===== src/rtl/ppu_loader.sv =====
// ppu_loader: bus master that streams bytes into or out of PPU VRAM by issuing
// the same STATUS / ADDR / DATA register sequence a CPU would.
module ppu_loader #(
  parameter logic [15:0] REG_BASE = 16'h2000
) (
  input  logic        cpu_clk,
  input  logic        reset_n,
  input  logic        start,
  input  logic [13:0] cmd_addr,
  input  logic [10:0] cmd_len,
  input  logic        cmd_read,
  output logic        busy,
  output logic        done,
  output logic        bus_req,
  input  logic        bus_gnt,
  output logic        bus_en,
  output logic [15:0] bus_addr,
  output logic [7:0]  bus_dout,
  output logic        bus_wr,
  input  logic [7:0]  bus_din,
  input  logic [7:0]  in_data,
  input  logic        in_valid,
  output logic        in_ready,
  output logic [7:0]  out_data,
  output logic        out_valid,
  input  logic        out_ready
);

  localparam logic [15:0] STATUS_ADDR = REG_BASE + 16'd2;
  localparam logic [15:0] VADDR_ADDR  = REG_BASE + 16'd6;
  localparam logic [15:0] DATA_ADDR   = REG_BASE + 16'd7;
  localparam logic [10:0] MAX_LEN     = 11'd1024;

  typedef enum logic [3:0] {
    S_IDLE    = 4'd0,
    S_REQ     = 4'd1,
    S_LATCH   = 4'd2,
    S_ADDR_HI = 4'd3,
    S_ADDR_LO = 4'd4,
    S_WDATA   = 4'd5,
    S_RISSUE  = 4'd6,
    S_RCAPT   = 4'd7,
    S_RHOLD   = 4'd8,
    S_DONE    = 4'd9
  } state_t;

  state_t      r_state;
  state_t      w_next;
  logic [13:0] r_addr;
  logic [10:0] r_rem;
  logic        r_read;
  logic [7:0]  r_out_data;
  logic        r_out_valid;

  logic [10:0] w_len;
  logic        w_in_fire;
  logic        w_out_fire;
  logic        w_acc_en;
  logic        w_acc_rd;
  logic [15:0] w_acc_addr;
  logic [7:0]  w_acc_data;

  assign w_len      = (cmd_len > MAX_LEN) ? MAX_LEN : cmd_len;
  assign w_in_fire  = (r_state == S_WDATA) && bus_gnt && in_valid;
  assign w_out_fire = r_out_valid && out_ready;
  assign out_data   = r_out_data;
  assign out_valid  = r_out_valid;

  // State register
  always_ff @(posedge cpu_clk or negedge reset_n) begin
    if (!reset_n) begin
      r_state <= S_IDLE;
    end else begin
      r_state <= w_next;
    end
  end

  // Next-state logic; every bus-access state stalls while grant is withdrawn
  always_comb begin
    w_next = r_state;
    case (r_state)
      S_IDLE: begin
        if (start) begin
          w_next = (w_len == 11'd0) ? S_DONE : S_REQ;
        end else begin
          w_next = S_IDLE;
        end
      end
      S_REQ:     w_next = bus_gnt ? S_LATCH : S_REQ;
      S_LATCH:   w_next = bus_gnt ? S_ADDR_HI : S_LATCH;
      S_ADDR_HI: w_next = bus_gnt ? S_ADDR_LO : S_ADDR_HI;
      S_ADDR_LO: begin
        if (bus_gnt) begin
          w_next = r_read ? S_RISSUE : S_WDATA;
        end else begin
          w_next = S_ADDR_LO;
        end
      end
      S_WDATA: begin
        if (w_in_fire && (r_rem == 11'd1)) begin
          w_next = S_DONE;
        end else begin
          w_next = S_WDATA;
        end
      end
      S_RISSUE: w_next = bus_gnt ? S_RCAPT : S_RISSUE;
      S_RCAPT:  w_next = S_RHOLD;
      S_RHOLD: begin
        if (w_out_fire) begin
          w_next = (r_rem == 11'd0) ? S_DONE : S_RISSUE;
        end else begin
          w_next = S_RHOLD;
        end
      end
      S_DONE:  w_next = S_IDLE;
      default: w_next = S_IDLE;
    endcase
  end

  // Command capture, byte counter and registered read-stream output
  always_ff @(posedge cpu_clk or negedge reset_n) begin
    if (!reset_n) begin
      r_addr      <= 14'h0000;
      r_rem       <= 11'd0;
      r_read      <= 1'b0;
      r_out_data  <= 8'h00;
      r_out_valid <= 1'b0;
    end else begin
      case (r_state)
        S_IDLE: begin
          if (start) begin
            r_addr <= cmd_addr;
            r_rem  <= w_len;
            r_read <= cmd_read;
          end
        end
        S_WDATA: begin
          if (w_in_fire && (r_rem != 11'd0)) begin
            r_rem <= r_rem - 11'd1;
          end
        end
        S_RCAPT: begin
          r_out_data  <= bus_din;
          r_out_valid <= 1'b1;
          if (r_rem != 11'd0) begin
            r_rem <= r_rem - 11'd1;
          end
        end
        S_RHOLD: begin
          if (w_out_fire) begin
            r_out_valid <= 1'b0;
          end
        end
        default: begin
          r_out_valid <= r_out_valid;
        end
      endcase
    end
  end

  // Output decode: bus fields are forced idle whenever no access is issued
  always_comb begin
    busy       = (r_state != S_IDLE);
    done       = (r_state == S_DONE);
    bus_req    = 1'b0;
    in_ready   = 1'b0;
    w_acc_en   = 1'b0;
    w_acc_rd   = 1'b1;
    w_acc_addr = 16'h0000;
    w_acc_data = 8'h00;
    case (r_state)
      S_REQ, S_RCAPT, S_RHOLD: begin
        bus_req = 1'b1;
      end
      S_LATCH: begin
        bus_req    = 1'b1;
        w_acc_en   = bus_gnt;
        w_acc_addr = STATUS_ADDR;
      end
      S_ADDR_HI: begin
        bus_req    = 1'b1;
        w_acc_en   = bus_gnt;
        w_acc_rd   = 1'b0;
        w_acc_addr = VADDR_ADDR;
        w_acc_data = {2'b00, r_addr[13:8]};
      end
      S_ADDR_LO: begin
        bus_req    = 1'b1;
        w_acc_en   = bus_gnt;
        w_acc_rd   = 1'b0;
        w_acc_addr = VADDR_ADDR;
        w_acc_data = r_addr[7:0];
      end
      S_WDATA: begin
        bus_req    = 1'b1;
        in_ready   = bus_gnt;
        w_acc_en   = bus_gnt && in_valid;
        w_acc_rd   = 1'b0;
        w_acc_addr = DATA_ADDR;
        w_acc_data = in_data;
      end
      S_RISSUE: begin
        bus_req    = 1'b1;
        w_acc_en   = bus_gnt;
        w_acc_addr = DATA_ADDR;
      end
      default: begin
        bus_req = 1'b0;
      end
    endcase
    if (w_acc_en) begin
      bus_en   = 1'b1;
      bus_addr = w_acc_addr;
      bus_wr   = w_acc_rd;
      bus_dout = w_acc_rd ? 8'h00 : w_acc_data;
    end else begin
      bus_en   = 1'b0;
      bus_addr = 16'h0000;
      bus_wr   = 1'b1;
      bus_dout = 8'h00;
    end
  end

endmodule


===== config.mk =====
export PLATFORM = sky130hd
export DESIGN_NAME = ppu_loader
export DESIGN_NICKNAME = d
export VERILOG_FILES = /design/src/rtl/ppu_loader.sv
export SDC_FILE = /design/constraint.sdc
export NUM_CORES = 1
export LEC_CHECK = 0
export CORE_MARGIN = 5
export CORE_UTILIZATION = 45
export CTS_CLUSTER_DIAMETER = 60
export DETAILED_ROUTE_END_ITERATION = 10
export PLACE_DENSITY = 0.91
export SETUP_SLACK_MARGIN = 0.15
export SLEW_MARGIN = 20
export SYNTH_ARGS = -nofsm -noshare
export SYNTH_HDL_FRONTEND = slang
export SYNTH_SLANG_ARGS = --single-unit

===== constraint.sdc =====
create_clock -name cpu_clk -period 2.25 [get_ports cpu_clk]
set_input_delay 0.45 -clock cpu_clk [delete_from_list [all_inputs] [get_ports cpu_clk]]
set_output_delay 0.45 -clock cpu_clk [all_outputs]
set_load 0.005 [all_outputs]

Yosys cells after proc, flatten, opt, wreduce, memory -nomap -nowiden
Index checks and enable logic that the tools add are counted.
{"block": "op_classes", "n_reduce_logical": 21, "n_lt_le_gt_ge": 1, "addsub": 1, "mux": 30, "eq_ne": 14}
{"cell": "$mux W11", "count": 4}
{"cell": "$pmux W14 S3", "count": 1}
{"cell": "$pmux W4 S9", "count": 1}
{"cell": "$pmux W11 S3", "count": 1}
{"cell": "$pmux W8 S3", "count": 1}
{"cell": "$logic_not A11 Y1", "count": 2}
{"cell": "$mux W4", "count": 5}
{"cell": "$eq A4 B3 Y1 const B", "count": 4}
{"cell": "$mux W16", "count": 1}
{"cell": "$mux W8", "count": 2}
{"cell": "$eq A11 B1 Y1 const B", "count": 1}
{"cell": "$gt A11 B11 Y1 const B", "count": 1}
{"cell": "$reduce_bool A11 Y1", "count": 1}
{"cell": "$sub A11 B1 Y11 const B", "count": 1}
{"cell": "$eq A4 B2 Y1 const B", "count": 2}
{"cell": "$eq A4 B4 Y1 const B", "count": 2}
{"cell": "$mux W1", "count": 8}
{"cell": "$reduce_or A8 Y1", "count": 1}
{"cell": "$logic_and A1 B1 Y1", "count": 6}
{"cell": "$mux W2", "count": 3}
{"cell": "$ne A2 B2 Y1 const B", "count": 3}
{"cell": "$eq A4 B1 Y1 const B", "count": 1}
{"cell": "$logic_not A4 Y1", "count": 1}
{"cell": "$pmux W1 S2", "count": 2}
{"cell": "other kinds (10)", "count": 12}
{"block": "word_totals", "reg_bits": 39, "wordCells": 73, "inputBits": 48}

Depth between registers and ports, before layout
{"block": "logic_depth", "ltp_word": 6, "depth_mapped": 7}

Worst setup path after synthesis
No wires, ideal clock.
{"block": "synth_path", "path_kind": "input to output", "startpoint": "in bus_gnt", "endpoint": "out bus_dout[0]", "arrival_ns": 1.368, "required_time_ns": 1.800, "path_stages": 5, "setup_slack_ns": 0.432, "path_buffers": 1, "cell_sequence": "clkbuf_1 nand2b_1 a21oi_1 nand2_1 nor2_1"}
{"block": "synth_via", "elab_chain_cells": 3}
{"item": "start: declaration", "line_no": "15", "text": "input logic bus_gnt,"}
{"item": "$logic_and A1 B1 Y1", "line_no": "197", "text": "w_acc_en = bus_gnt && in_valid;"}
{"item": "$pmux W1 S2 *", "line_no": "171", "text": "case (r_state)"}
{"item": "$mux W8 *", "line_no": "211", "text": "if (w_acc_en) begin"}
{"item": "end: declaration", "line_no": "18", "text": "output logic [7:0] bus_dout,"}
Mark *: on every way between the ends. The rest lies on a longest branch, timed or not.

Worst setup path in the final report
{"block": "layout_path", "startpoint": "reg r_state[1]", "endpoint": "out bus_dout[4]"}
{"block": "layout_via", "elab_chain_cells": 4, "word_cells_on_any_way": 11, "cone_classes": "5 x eq/ne; 4 x mux; 2 x reduce/logical"}
{"item": "start: declaration", "line_no": "47", "text": "state_t r_state;"}
{"item": "start signal: assignment", "line_no": "74", "text": "r_state <= w_next;"}
{"item": "$eq A4 B3 Y1 / $eq A4 B2 Y1 (equally long branches)", "line_no": "171"}
{"item": "$reduce_or A4 Y1 (no source line), or another cell as far along"}
{"item": "$pmux W1 S2 / $mux W8 (equally long branches)", "line_no": "171, 215"}
{"item": "$mux W8 *", "line_no": "211"}
Marks and branches as above.

==> impl_summary.log <==
INFO  metric final-hold-violation-count = 0
INFO  metric cp-endpoint = bus_dout[4]
INFO  metric yosysSeqAreaShare = 39.9%
INFO  metric register_area = 978 µm²
INFO  metric most_used_flip_flop_cell_after_synthesis = dfrtp_1
INFO  metric grt_start_max_net_pins = 21
INFO  metric net-switching-power = 1.84 mW
INFO  metric vias_in_the_first_global_route = 2750
INFO  metric power.ir.vdd_worst = 0.562 mV
INFO  metric placed_cells_incl_taps = 440
INFO  metric timing_max_transition_violations_final = 0
INFO  metric floorplan.io_pins = 87
INFO  metric fp.dieW = 83.7 µm
INFO  metric layout-drive-gt1-share = 30.2%
INFO  metric switching_power_as_a_share_of_total_power = 42.1%
INFO  metric critical_path.reg2reg.startpoint = r_state[2]$_DFF_PN0_
INFO  metric fin_cells = 474
INFO  metric setup_viol = 2
INFO  metric clk_path_buf_depth = 2
INFO  metric power.internal = 2.54 mW
INFO  metric commonest_non_fill_non_tap_cell_in_the_layout = nand2_1
INFO  metric cts_made_buffers = 5
INFO  metric cell_with_the_largest_stage_delay_on_the_worst_path = dfrtp_2
INFO  metric crit-reg2reg-capture = r_rem[0]$_DFFE_PN0P_
INFO  metric drtPass1Iterations = 4
INFO  metric syn_avg_cell_area = 8.56 µm²
INFO  metric fin_worst_hold_slack = 0.490 ns
INFO  metric seq_power_share = 30.7%
INFO  metric crit_chain = buf_6 -> nand2b_4 -> nor2_4 -> buf_6 -> a22oi_2 -> a2bb2oi_1 -> nor2_1 -> buf_2
INFO  metric grt.overflow.total = 0
INFO  metric core-area = 0.00520 mm²
INFO  metric cp_max_fo = 6
INFO  metric worst_setup_path_end_kind = primary output
INFO  metric site_rows = 26
INFO  metric postLayoutCoreUtil = 72.2%
INFO  metric vias = 2664
INFO  metric grt_first_pass_wirelength = 12700 µm
INFO  metric die_h = 83.7 µm
INFO  metric die_area = 0.00701 mm²
INFO  metric power-per-cell-area = 1160 mW/mm²
INFO  metric drt_iter0_markers = 167
INFO  metric worst_skew_pair.late_latency = 0.31 ns
INFO  metric timing.critical_path.from_type = flip-flop
INFO  metric power.share.combinational = 58.1%
INFO  metric timing.setup.critical_path_class = reg2out
INFO  metric via_per_inst = 5.62
INFO  metric finalInstanceArea = 0.00376 mm²
INFO  metric reg_to_reg_slack_setup = 0.23 ns
INFO  metric post-route-drc-count = 0
INFO  metric highest_count_cells_in_the_layout_ignoring_fill_and_taps = nand2_1, clkdlybuf4s50_1, buf_4, dfrtp_1
INFO  metric maxCapViolations = 0
INFO  metric timing.clock.skew = 0.0155 ns
INFO  metric totalNegativeSetupSlack = -0.0369 ns
INFO  metric clkSlewWorstSetupHoldPaths = 0.09 ns
INFO  metric cpPeakStageDelay = 0.46 ns
INFO  metric area_of_the_multi_input_gates = 0.00148 mm²
INFO  metric required_time_of_the_critical_path = 1.80 ns
INFO  metric total_power_consumption_of_the_routed_design = 4.37 mW
INFO  metric power.share.clock = 11.2%
INFO  metric worst_path_most_repeated_cell = buf_6
INFO  metric gp_routability_congestion = 0.923
INFO  metric synth_area = 0.00245 mm²
INFO  metric estimated_wirelength_of_the_detail_placed_design = 5380 µm
INFO  metric grt_setup_unrepaired = yes
INFO  metric total_leakage_power = 1.71 nW
INFO  metric area_growth = 53.6%
INFO  metric place.port_buffers = 74
INFO  metric h_tree_levels = 2
INFO  metric final_period_minus_worst_setup_slack = 2.27 ns
INFO  metric sinks_on_clock_net = 39
INFO  metric wire_per_inst = 17.7 µm
INFO  metric global_route.usage.total = 21.9%
INFO  metric starting_utilization_of_the_core_area = 47.0%
INFO  metric cts_tree = done
INFO  metric antenna_left = 0
INFO  metric timing.final.ws_setup = -0.0196 ns
INFO  metric hold_path_startpoint = r_addr[6]$_DFFE_PN0P_
INFO  metric synth-async-reset-ratio = 100%
INFO  metric run_status = complete, but fails checks
INFO  metric synth_cells = 286
INFO  metric yosys_register_bits = 39
INFO  metric finish.net_count = 454
INFO  metric synth_edf_count = 0
INFO  metric clock-root-buffer = clkbuf_8
INFO  metric cp_data_arrival_time = 1.82 ns
INFO  metric synth_cell_type_count = 51
INFO  metric fmaxAchievable = 441 MHz
INFO  metric finalCritPeriodShare = 101%
INFO  metric worst_r2r_path_depth = 9
INFO  metric totalWireLength = 8380 µm
INFO  metric antenna-diode-count = 0
INFO  metric failing_checks = negative setup slack
INFO  metric number_of_antenna_violations_at_the_first_check_in_global_routing = 0
INFO  metric placement.setup.worst_slack = -0.626 ns
INFO  metric startpoint = r_state[1]$_DFF_PN0_
INFO  metric hold_path_class = reg2reg
INFO  metric standard_cell_area_after_detailed_placement = 0.00333 mm²
INFO  metric ys_warn_count = 0
INFO  metric fillerInstances = 371
power groups by stage:
stage / Combinational (mW) / Sequential [mW] / Clock, mW
2_1_floorplan: 1.21 / 1.26 / 0
3_3_place_gp: 1.97 / 1.28 / 0
3_5_place_dp: 2.03 / 1.30 / 0
4_1_cts: 2.25 / 1.31 / 0.498
5_1_grt: 2.75 / 1.36 / 0.519
6_report: 2.54 / 1.34 / 0.491
critical path, delay by kind of cell, from the launching register on:
family	cells	cell delay [ns]
buffers and inverters	3	0.38
AO/OA/AOI/OAI	2	0.42
AND/OR/NAND/NOR	3	0.25
flip-flops	1	0.46
flip-flops by register name, summed over array words and instances (netlist names):
name,flops
r_addr,14
r_rem,11
out_data,8
r_state,4
out_valid,1
r_read,1
metal layers:
metal	up-vias	wire [µm]	track usage [%]
li1	1223	-	-
met1	1265	3140	24.6
met2	150	4340	39.4
met3	26	663	5.13
met4	0	230	8.77
met5	-	0	0
cell usage after synthesis (3+ instances only):
cell | instances | area [µm²]
a21oi_1 | 16 | 80.1
a22oi_1 | 6 | 45.0
a2bb2oi_1 | 8 | 70.1
a31oi_1 | 5 | 31.3
a32o_1 | 3 | 30.0
and2_1 | 4 | 25.0
buf_2 | 4 | 20.0
buf_4 | 16 | 120
clkbuf_1 | 5 | 18.8
dfrtp_1 | 39 | 976
ha_1 | 3 | 37.5
inv_1 | 5 | 18.8
mux2_2 | 8 | 90.1
nand2_1 | 68 | 255
nand2b_1 | 4 | 25.0
nand3_1 | 6 | 30.0
nand3b_1 | 4 | 30.0
nor2_1 | 20 | 75.1
nor2b_1 | 4 | 25.0
nor3_1 | 6 | 30.0
nor3b_1 | 3 | 22.5
nor4_1 | 5 | 31.3
o21ai_0 | 8 | 40.0
repair_timing:
item                                   4_1_cts  5_1_grt
pin swaps                                   11       14
hold buffers                                 1        0
buffers inserted                            13       12
gates cloned                                 0        0
endpoints found under the hold margin        3        0
gates resized for setup                     71       39
setup endpoints to repair                   18       16
area by class of cell:
class	count	share of cell area, %
well taps	70	2.33
flip-flops and latches	39	26.0
inverters	5	0.499
multi-input cells	227	39.3
clock inverters	3	0.533
repair buffers	125	29.4
clock buffers	5	1.83
logic make-up (layout without fill, tap and decap cells):
kind of cell,count (synthesis),count (layout),share of synthesized area (%)
AND/OR/NAND/NOR,139,139,28.4
multiplexers,10,10,4.50
buffers and inverters,31,138,7.72
XOR/XNOR,2,2,0.716
other,1,12,0.153
adder cells (fa/ha/maj),3,3,1.53
flip-flops,39,39,39.9
AO/OA/AOI/OAI,61,61,17.1
worst min-delay path by stage:
stage                                    endpoint  slack (ns)  depth (start not counted)
after floorplan           out_data[0]$_DFFE_PN0P_        0.15                          0
after detailed placement   r_addr[13]$_DFFE_PN0P_        0.26                          1
after global placement     r_addr[13]$_DFFE_PN0P_        0.26                          1
after global routing       r_addr[13]$_DFFE_PN0P_        0.50                          2
after CTS                  r_addr[13]$_DFFE_PN0P_        0.48                          2
final                       r_addr[6]$_DFFE_PN0P_        0.49                          2
Power figures use the tool's default switching activity.
